$ cat config.mk
export PLATFORM = sky130hd
export DESIGN_NAME = mips_instr_encoder
export DESIGN_NICKNAME = d
export VERILOG_FILES = /design/src/rtl/mips_pkg.sv /design/src/rtl/mips_field_packer.sv /design/src/rtl/mips_instr_encoder.sv
export SDC_FILE = /design/constraint.sdc
export NUM_CORES = 1
export LEC_CHECK = 0
export CAP_MARGIN = 20
export CORE_MARGIN = 2
export CORE_UTILIZATION = 43
export CTS_CLUSTER_DIAMETER = 30
export DETAILED_ROUTE_END_ITERATION = 8
export GPL_ROUTABILITY_DRIVEN = 1
export PLACE_DENSITY = 0.8
export SYNTH_ARGS = -nofsm -noshare
export SYNTH_HDL_FRONTEND = slang
export SYNTH_HIERARCHICAL = 1
export SYNTH_SLANG_ARGS = --single-unit
$ cat constraint.sdc
create_clock -name clk -period 2.46 [get_ports clk]
set_input_delay 0.492 -clock clk [delete_from_list [all_inputs] [get_ports clk]]
set_output_delay 0.492 -clock clk [all_outputs]
set_load 0.01 [all_outputs]
$ cat src/rtl/mips_pkg.sv
// mips_pkg
// Shared MIPS encoding constants and types used by the instruction encoder
// and the control decoder. Holds the 6-bit opcode and funct values, the
// 4-bit operation enum used on the encoder's field interface, the error
// codes reported by the loader, and the loader FSM state type.
package mips_pkg;

   // Operation codes presented on the loader's in_op port; 11-15 are illegal
   typedef enum logic [3:0] {
      OP_ADD  = 4'd0,
      OP_SUB  = 4'd1,
      OP_AND  = 4'd2,
      OP_OR   = 4'd3,
      OP_SLT  = 4'd4,
      OP_LW   = 4'd5,
      OP_SW   = 4'd6,
      OP_BEQ  = 4'd7,
      OP_BNE  = 4'd8,
      OP_J    = 4'd9,
      OP_ADDI = 4'd10
   } op_e;

   // Primary opcode field (bits 31:26)
   localparam logic [5:0] OPC_RTYPE = 6'h00;
   localparam logic [5:0] OPC_J     = 6'h02;
   localparam logic [5:0] OPC_BEQ   = 6'h04;
   localparam logic [5:0] OPC_BNE   = 6'h05;
   localparam logic [5:0] OPC_ADDI  = 6'h08;
   localparam logic [5:0] OPC_LW    = 6'h23;
   localparam logic [5:0] OPC_SW    = 6'h2B;

   // R-type funct field (bits 5:0)
   localparam logic [5:0] FUNCT_ADD = 6'h20;
   localparam logic [5:0] FUNCT_SUB = 6'h22;
   localparam logic [5:0] FUNCT_AND = 6'h24;
   localparam logic [5:0] FUNCT_OR  = 6'h25;
   localparam logic [5:0] FUNCT_SLT = 6'h2A;

   // Loader error codes
   localparam logic [1:0] ERR_NONE     = 2'd0;
   localparam logic [1:0] ERR_ILLEGAL  = 2'd1;
   localparam logic [1:0] ERR_OVERFLOW = 2'd2;

   // Loader FSM states
   typedef enum logic [1:0] {
      ST_IDLE = 2'd0,
      ST_LOAD = 2'd1,
      ST_DONE = 2'd2,
      ST_ERR  = 2'd3
   } state_e;

   // R-type word with shamt forced to zero
   function automatic logic [31:0] rType(input logic [4:0] rs,
                                          input logic [4:0] rt,
                                          input logic [4:0] rd,
                                          input logic [5:0] funct);
      return {OPC_RTYPE, rs, rt, rd, 5'b00000, funct};
   endfunction

   // I-type word; the immediate is passed through untouched
   function automatic logic [31:0] iType(input logic [5:0]  opc,
                                          input logic [4:0]  rs,
                                          input logic [4:0]  rt,
                                          input logic [15:0] imm);
      return {opc, rs, rt, imm};
   endfunction

endpackage

$ cat src/rtl/mips_field_packer.sv
// mips_field_packer
// Purely combinational packer: turns an operation code plus decoded register,
// immediate and jump-target fields into a 32-bit MIPS machine word.
// Ports:
//   i_op      4-bit operation code (mips_pkg::op_e values, 11-15 illegal)
//   i_rs/rt/rd register fields
//   i_imm     16-bit I-type immediate
//   i_target  26-bit J-type target
//   o_word    encoded machine word (zero when the op is illegal)
//   o_illegal high when i_op is not a supported operation
module mips_field_packer
   import mips_pkg::*;
(
   input  logic [3:0]  i_op,
   input  logic [4:0]  i_rs,
   input  logic [4:0]  i_rt,
   input  logic [4:0]  i_rd,
   input  logic [15:0] i_imm,
   input  logic [25:0] i_target,
   output logic [31:0] o_word,
   output logic        o_illegal
);

   // Select the instruction format from the op; fields a format does not
   // use are simply left out of the word.
   always_comb begin
      o_word    = '0;
      o_illegal = 1'b0;
      case (i_op)
         OP_ADD:  o_word = rType(i_rs, i_rt, i_rd, FUNCT_ADD);
         OP_SUB:  o_word = rType(i_rs, i_rt, i_rd, FUNCT_SUB);
         OP_AND:  o_word = rType(i_rs, i_rt, i_rd, FUNCT_AND);
         OP_OR:   o_word = rType(i_rs, i_rt, i_rd, FUNCT_OR);
         OP_SLT:  o_word = rType(i_rs, i_rt, i_rd, FUNCT_SLT);
         OP_LW:   o_word = iType(OPC_LW,   i_rs, i_rt, i_imm);
         OP_SW:   o_word = iType(OPC_SW,   i_rs, i_rt, i_imm);
         OP_BEQ:  o_word = iType(OPC_BEQ,  i_rs, i_rt, i_imm);
         OP_BNE:  o_word = iType(OPC_BNE,  i_rs, i_rt, i_imm);
         OP_ADDI: o_word = iType(OPC_ADDI, i_rs, i_rt, i_imm);
         OP_J:    o_word = {OPC_J, i_target};
         default: o_illegal = 1'b1;
      endcase
   end

endmodule

$ cat src/rtl/mips_instr_encoder.sv
// mips_instr_encoder
// Program loader in front of an instruction memory. Accepts a stream of
// decoded instruction fields over a valid/ready handshake, encodes each one
// and writes it to consecutive word addresses starting at 0.
// Ports:
//   clk, reset          clock and synchronous active-high reset
//   start               begin a load session (ignored while loading)
//   in_valid/in_ready   field-bundle handshake; ready only in LOAD
//   in_op, in_rs, in_rt, in_rd, in_imm, in_target, in_last  field bundle
//   imem_we/addr/wdata  registered instruction-memory write port
//   busy, done          LOAD / DONE state flags
//   err_code            0 none, 1 illegal op, 2 memory overflow
//   count               words written during the current session
module mips_instr_encoder
   import mips_pkg::*;
#(
   parameter int ADDR_W = 8
)
(
   input  logic              clk,
   input  logic              reset,
   input  logic              start,
   input  logic              in_valid,
   output logic              in_ready,
   input  logic [3:0]        in_op,
   input  logic [4:0]        in_rs,
   input  logic [4:0]        in_rt,
   input  logic [4:0]        in_rd,
   input  logic [15:0]       in_imm,
   input  logic [25:0]       in_target,
   input  logic              in_last,
   output logic              imem_we,
   output logic [ADDR_W-1:0] imem_addr,
   output logic [31:0]       imem_wdata,
   output logic              busy,
   output logic              done,
   output logic [1:0]        err_code,
   output logic [ADDR_W:0]   count
);

   localparam logic [ADDR_W-1:0] ADDR_ONE  = {{(ADDR_W-1){1'b0}}, 1'b1};
   localparam logic [ADDR_W:0]   COUNT_ONE = {{ADDR_W{1'b0}}, 1'b1};

   state_e              r_state;
   state_e              w_nextState;
   logic [ADDR_W-1:0]   r_addrCnt;
   logic [ADDR_W:0]     r_count;
   logic [1:0]          r_errCode;
   logic                r_we;
   logic [ADDR_W-1:0]   r_addr;
   logic [31:0]         r_wdata;
   logic [31:0]         w_word;
   logic                w_illegal;
   logic                w_accept;
   logic                w_write;
   logic                w_atEnd;
   logic                w_restart;

   mips_field_packer u_packer (
      .i_op      (in_op),
      .i_rs      (in_rs),
      .i_rt      (in_rt),
      .i_rd      (in_rd),
      .i_imm     (in_imm),
      .i_target  (in_target),
      .o_word    (w_word),
      .o_illegal (w_illegal)
   );

   assign w_accept  = in_valid && (r_state == ST_LOAD);
   assign w_write   = w_accept && !w_illegal;
   assign w_atEnd   = (r_addrCnt == {ADDR_W{1'b1}});
   assign w_restart = start && (r_state != ST_LOAD);

   // Next-state logic. An illegal op ends the session with an error; a legal
   // word either finishes the session (in_last) or, if it just filled the
   // last memory word, ends it with an overflow error.
   always_comb begin
      w_nextState = r_state;
      case (r_state)
         ST_LOAD: begin
            if (w_accept) begin
               if (w_illegal)
                  w_nextState = ST_ERR;
               else if (in_last)
                  w_nextState = ST_DONE;
               else if (w_atEnd)
                  w_nextState = ST_ERR;
            end
         end
         default: begin
            if (start)
               w_nextState = ST_LOAD;
         end
      endcase
   end

   // State register; reset takes priority over a simultaneous start.
   always_ff @(posedge clk) begin
      if (reset)
         r_state <= ST_IDLE;
      else
         r_state <= w_nextState;
   end

   // Address counter, word count, error code and the registered write port.
   // The write strobe is re-evaluated every cycle so it is high for exactly
   // one cycle per legal accept, while address/data hold their last values.
   always_ff @(posedge clk) begin
      if (reset) begin
         r_addrCnt <= '0;
         r_count   <= '0;
         r_errCode <= ERR_NONE;
         r_we      <= 1'b0;
         r_addr    <= '0;
         r_wdata   <= '0;
      end else begin
         r_we <= w_write;
         if (w_restart) begin
            r_addrCnt <= '0;
            r_count   <= '0;
            r_errCode <= ERR_NONE;
         end
         if (w_write) begin
            r_addr    <= r_addrCnt;
            r_wdata   <= w_word;
            r_addrCnt <= r_addrCnt + ADDR_ONE;
            r_count   <= r_count + COUNT_ONE;
            if (!in_last && w_atEnd)
               r_errCode <= ERR_OVERFLOW;
         end
         if (w_accept && w_illegal)
            r_errCode <= ERR_ILLEGAL;
      end
   end

   assign in_ready   = (r_state == ST_LOAD);
   assign busy       = (r_state == ST_LOAD);
   assign done       = (r_state == ST_DONE);
   assign err_code   = r_errCode;
   assign count      = r_count;
   assign imem_we    = r_we;
   assign imem_addr  = r_addr;
   assign imem_wdata = r_wdata;

endmodule

Yosys cells after proc, flatten, opt, wreduce, memory -nomap -nowiden. Cells that the tools add are included.

Word-level logic and storage cells: 54. Output and inout port bits: 55. Bits in registers: 62.

Reduce and logical (&&, ||, !) cells: 12. Equal/unequal tests: 16. Add/sub/neg operators: 2. Multiplexer cells: 16.

Operator list (count): 32-bit case mux with 11 select lines (1); 2-bit 2-to-1 mux (9); 9-bit 2-to-1 mux (2); 4-bit by 3-bit == test with 1-bit output (second input constant) (4); 8-bit 2-to-1 mux (2); 4-bit == test (second input constant) (3); 11-bit OR reduction (1); 9-bit by 1-bit adder with 9-bit output (second input constant) (1); 8-bit by 1-bit adder with 8-bit output (second input constant) (1); 4-bit by 2-bit == test with 1-bit output (second input constant) (2); 8-bit == test (second input constant) (1); 1-bit logical AND (5); 4-bit by 1-bit == test with 1-bit output (second input constant) (1); 4-bit logical NOT (1); 2-bit by 1-bit != test with 1-bit output (second input constant) (2); 4-bit by 3-bit != test with 1-bit output (second input constant) (1); 2-bit nonzero test (2); 3-bit AND reduction (1); 2-bit by 1-bit == test with 1-bit output (second input constant) (1); 2-bit == test (second input constant) (1); 1-bit 2-to-1 mux (2); 2-bit OR reduction (1); 1-bit logical NOT (1).

Depth between registers and ports, before layout.
Depth in word-level cells: 6. Mapped depth: 10.

Hierarchy. The synthesis kept the hierarchy.

By module, submodules not included: mips_instr_encoder (sequential area each 1241.2 um2, cells an instance 302, area each 2429.8 um2, instances 1); mips_field_packer (sequential area each 0.0 um2, cells an instance 77, area each 583.1 um2, instances 1).

Worst setup path after synthesis. Ideal clock, no wire load.

Path type: input -> register. Start point: in in_op[0]. End point: reg r_addr[4], in the netlist imem_addr[4]. Slack: 0.337 ns. Data required time: 2.390 ns. Library setup time: 0.070 ns. Arrival time: 2.053 ns. Stages: 10. Cells stage by stage: buf_2 buf_2 a21oi_1 nor2b_1 nand4bb_1 buf_2 buf_2 buf_2 nand2_1 a21oi_1.

Word-level cells in the longest chain between the ends: 3.

Ends and longest elaborated chain: start, declared (line mips_instr_encoder.sv:25) `input logic [3:0] in_op,`; 4-bit by 1-bit == test with 1-bit output, or another cell as far along (line mips_field_packer.sv:29) `case (i_op)`; 11-bit OR reduction (no source line) *; 1-bit logical AND * (line mips_instr_encoder.sv:71) `assign w_write = w_accept && !w_illegal;`; end signal, assigned (line mips_instr_encoder.sv:125) `r_addr <= r_addrCnt;`; end, declared (line mips_instr_encoder.sv:50) `logic [ADDR_W-1:0] r_addr;`.

Every way passes the cells marked *; elsewhere a longest branch is shown, timed or not. A chain may end at the register's enable or synchronous reset.

Final worst setup path.
Start point: in in_op[0]. End point: reg r_addrCnt[2].

Word-level cells in the longest chain between the ends: 4.

Ends and longest elaborated chain: 4-bit by 1-bit == test with 1-bit output, or another cell as far along (line mips_field_packer.sv:29); 11-bit OR reduction (no source line) *; 1-bit logical AND * (line mips_instr_encoder.sv:71); 8-bit 2-to-1 mux or 2-bit nonzero test (tied branches); end signal, assigned (line mips_instr_encoder.sv:127) `r_addrCnt <= r_addrCnt + ADDR_ONE;`; end, declared (line mips_instr_encoder.sv:46) `logic [ADDR_W-1:0] r_addrCnt;`.

Marked as above.

==> summary.md <==
| Metric | Value |
|---|---|
| First-pass GRT wire length | 13.72 mm |
| I/O pin total | 121 |
| Clk root buf | clkbuf_8 |
| Worst-path maximum fanout | 12 |
| Fin. Hold Viols | 0 |
| Slew Viols, Final | 0 |
| Share of layout cells above drive strength 1 | 9.960% |
| Register area share after synthesis | 41.20% |
| CTS tree | built |
| RSZ-0062 raised after global routing | no |
| Synth Area in Compound Gates | 24.71% |
| GR Overflow Total | 0 |
| Buffers on Ports | 120 |
| Gr usage total | 22.58% |
| Clk sinks | 62 |
| DPL Wire Length | 6.156 mm |
| Die Ht | 87.71 um |
| Routed length per instance | 14.04 um |
| Worst EP required | 2.72 ns |
| Cells on worst reg2reg path | 5 |
| Yosys warns | 6 |
| Via count | 3113 |
| Critical path depth | 8 |
| Synth unique cells | 52 |
| Starting density of the core | 44.35% |
| Antenna-violating nets left | 0 |
| Tcrit/Tclk final | 84.41% |
| CP delay by family, top | buffers and inverters |
| Crit-path cells | clkdlybuf4s50_1 > a21oi_1 > nor2b_1 > nor4bb_4 > buf_4 > buf_4 > a21oi_1 > a211oi_1 |
| Vias in the first global route | 3021 |
| DRC viols | 0 |
| Worst setup EP type | register |
| H-tree depth | 3 |
| Mapped Nets | 447 |
| Pwr dens | 542.2 nW/um^2 |
| TritonCTS Buffers | 9 |
| Mapped cell area | 3013 um^2 |
| Largest family of logic cells by synthesized area | simple AND/OR/NAND/NOR gates |
| GP Congestion | 0.7916 |
| Simple-gate share of the synthesized area | 25.33% |
| Worst EP arrival | 2.33 ns |
| Reg-to-reg endpoint | err_code[0]$_SDFF_PP0_ |
| Hold Slack | 0.4563 ns |
| Peak VDD IR | 0.2952 mV |
| Cells after Synth | 379 |
| Post-CTS Hold Buffers | 0 |
| Row count | 30 |
| Critical Path Source Type | input port |
| Die W | 87.71 um |
| Fill cells | 573 |
| Post-cts resize count | 0 |
| Status | complete, no violations |
| Drt pass-1 iters | 4 |
| CP max-delay cell | nor4bb_4 |
| Worst Hold Class | reg2reg |
| Number of post-CTS setup repair buffers | 0 |
| Final setup vio count | 0 |
| Max incr delay on CP | 0.46 ns |
| Worst reg2reg path startpoint | r_addrCnt[0]$_SDFFE_PP0P_ |
| Post-DR vias/cell | 5.206 |
| Largest net degree at the start of global routing | 32 |
| Max Cap Violations | 0 |
| N_diodes | 0 |
| Core area | 6794 um^2 |
| WP buf/inv | 3 |
| R2r setup slk | 0.71 ns |
| Max Fclk | 481.6 MHz |
| Slew @ Worst Pin | 0.5801 ns |
| Initial antenna violation count | 0 |
| Yosys reg bits | 62 |
| Final #Nets | 565 |
| Post-Syn Area per Cell | 7.950 um^2 |
| Type of the worst setup path | in2reg |
| Top_reg_cell synth | dfxtp_1 |
| CP Launch Point | in_op[0] |
| Wirelength, routed | 8.395 mm |
| Final worst path period need | 2.076 ns |
| Worst Skew | 0.009317 ns |
| Area grow syn2layout | 52.16% |
| Final setup TNS | 0 ns |
| Adder-cell share of the synthesized area | 0.8306% |
| Leak pwr | 1.596 nW |
| 1st-iter DRT viols | 171 |
| Post-synth EDFFs | 0 |
| Crit path to | r_addrCnt[2]$_SDFFE_PP0P_ |
| Clk Latency, worst-skew pair | 0.34 ns |
| Longest Clk Path Bufs | 2 |
| Die ar. | 7692 um^2 |
| Relative slew slack | 61.32% |
| Worst-path clk slew | 0.07 ns |
| Async SR Flop Fraction | 0% |
| Post-Synth XOR/XNOR Area | 0% |
| Portion of netlist area occupied by mux cells | 1.786% |
==> layer usage <==
| layer | vias to the layer above | track usage, % | part of all wire (%) |
|---|---|---|---|
| li1 | 1568 | - | - |
| met1 | 1427 | 25.16 | 41 |
| met2 | 110 | 39.05 | 50 |
| met3 | 8 | 8.577 | 8.8 |
| met4 | 0 | 8.531 | 1.1 |
| met5 | - | 0 | 0 |
==> kinds of logic after synthesis <==
kind of cell,Yosys count
flip-flops,62
adder cells (fa/ha/maj),2
multiplexers,5
buffers and inverters,35
AND/OR/NAND/NOR,159
other,1
AO/OA/AOI/OAI,115
==> cells in the mapped netlist (2+ instances only) <==
| cell | instances | area, um^2 |
|---|---|---|
| mux2_2 | 3 | 33.78 |
| inv_1 | 2 | 7.510 |
| nor3b_1 | 6 | 45.04 |
| buf_4 | 6 | 45.04 |
| o22ai_1 | 2 | 12.51 |
| o2bb2ai_1 | 2 | 17.52 |
| and2_1 | 2 | 12.51 |
| dfxtp_1 | 62 | 1241 |
| ha_1 | 2 | 25.02 |
| a211oi_1 | 3 | 22.52 |
| or4_1 | 3 | 22.52 |
| and3_1 | 2 | 12.51 |
| a22o_1 | 17 | 148.9 |
| o31ai_1 | 2 | 15.01 |
| a31oi_1 | 4 | 25.02 |
| nand2_1 | 90 | 337.8 |
| o21ai_0 | 8 | 40.04 |
| nor2b_1 | 7 | 43.79 |
| buf_2 | 15 | 75.07 |
| a21oi_1 | 60 | 300.3 |
| clkbuf_1 | 10 | 37.54 |
| o211ai_1 | 2 | 15.01 |
| a22oi_1 | 2 | 15.01 |
| mux2i_1 | 2 | 20.02 |
| or2_2 | 2 | 12.51 |
| nand2b_1 | 4 | 25.02 |
| or4b_1 | 2 | 20.02 |
| nor2_1 | 19 | 71.32 |
| or3_1 | 2 | 12.51 |
| nand4_1 | 3 | 18.77 |
| nand4b_1 | 2 | 17.52 |
| nand3_1 | 6 | 30.03 |
| a221o_1 | 6 | 60.06 |
==> layout make-up <==
type / count / area [um^2] / area share [%]
Clock inverter: 6 / 108.9 / 2.374
Timing Repair Buffer: 139 / 1364 / 29.75
Sequential cell: 62 / 1241 / 27.07
Tap cell: 96 / 120.1 / 2.620
Multi-Input combinational cell: 282 / 1610 / 35.13
Clock buffer: 10 / 127.6 / 2.784
Inverter: 3 / 12.51 / 0.2729
==> how the worst min path moves through the flow <==
| stage | depth (start not counted) | slack, ns | start | end |
|---|---|---|---|---|
| 2_1_floorplan | 2 | 0.45 | r_addrCnt[6]$_SDFFE_PP0P_ | imem_addr[6]$_SDFFE_PP0P_ |
| 3_3_place_gp | 2 | 0.44 | imem_wdata[23]$_SDFFE_PP0P_ | imem_wdata[23]$_SDFFE_PP0P_ |
| 3_5_place_dp | 2 | 0.45 | imem_addr[7]$_SDFFE_PP0P_ | imem_addr[7]$_SDFFE_PP0P_ |
| 4_1_cts | 2 | 0.46 | imem_wdata[21]$_SDFFE_PP0P_ | imem_wdata[21]$_SDFFE_PP0P_ |
| 5_1_grt | 2 | 0.48 | imem_wdata[11]$_SDFFE_PP0P_ | imem_wdata[11]$_SDFFE_PP0P_ |
| 6_report | 2 | 0.46 | imem_wdata[21]$_SDFFE_PP0P_ | imem_wdata[21]$_SDFFE_PP0P_ |
==> cell usage in the layout, fill, tap and decap left out, types with 2 or more instances in the layout <==
master / Yosys / layout
nand4_1: 3 / 3
a31oi_1: 4 / 4
mux2i_1: 2 / 2
and3_1: 2 / 2
o21ai_0: 8 / 8
o22ai_1: 2 / 2
mux2_2: 3 / 3
or4_1: 3 / 3
a22oi_1: 2 / 2
nand4b_1: 2 / 2
buf_4: 6 / 17
or4b_1: 2 / 2
a21oi_1: 60 / 60
nor3b_1: 6 / 6
clkinv_2: 1 / 3
bufinv_16: 0 / 3
buf_12: 0 / 2
nand2b_1: 4 / 4
nand3_1: 6 / 6
nor2_1: 19 / 19
a211oi_1: 3 / 3
a221o_1: 6 / 6
or3_1: 2 / 2
o211ai_1: 2 / 2
or2_2: 2 / 2
o31ai_1: 2 / 2
nor2b_1: 7 / 7
a22o_1: 17 / 17
o2bb2ai_1: 2 / 2
ha_1: 2 / 2
dfxtp_1: 62 / 62
and2_1: 2 / 2
nand2_1: 90 / 90
inv_1: 2 / 2
clkdlybuf4s50_1: 0 / 119
clkbuf_8: 0 / 9
==> metrics by stage <==
stage	util [%]	cell area, um^2	worst slack (ns)	std cells	total power, mW
2_1_floorplan	-	3013	0.3369	379	1.233
3_3_place_gp	64.00	4348	0.1031	582	1.417
3_5_place_dp	64.00	4348	0.03969	582	1.421
4_1_cts	67.48	4584	0.3836	598	2.501
5_1_grt	67.48	4584	0.2394	598	2.580
6_report	67.48	4584	0.3836	598	2.485
==> worst reg2reg max path, stage by stage (launching register included) <==
cell,delay (ns)
dfxtp_1,0.39
ha_1,0.29
nand3_1,0.10
nor2_1,0.13
or4b_1,0.48
a32o_1,0.28
==> power by group <==
part	switching (mW)	internal (mW)
Clock	0.411	0.673
Sequential	0.0139	1.02
Combinational	0.159	0.208
==> state kept, by name, indices dropped and copies added (netlist names) <==
name	count
imem_addr	8
count	9
r_addrCnt	8
err_code	2
r_state	2
imem_wdata	32
imem_we	1
(Power assumes the default switching activity.)
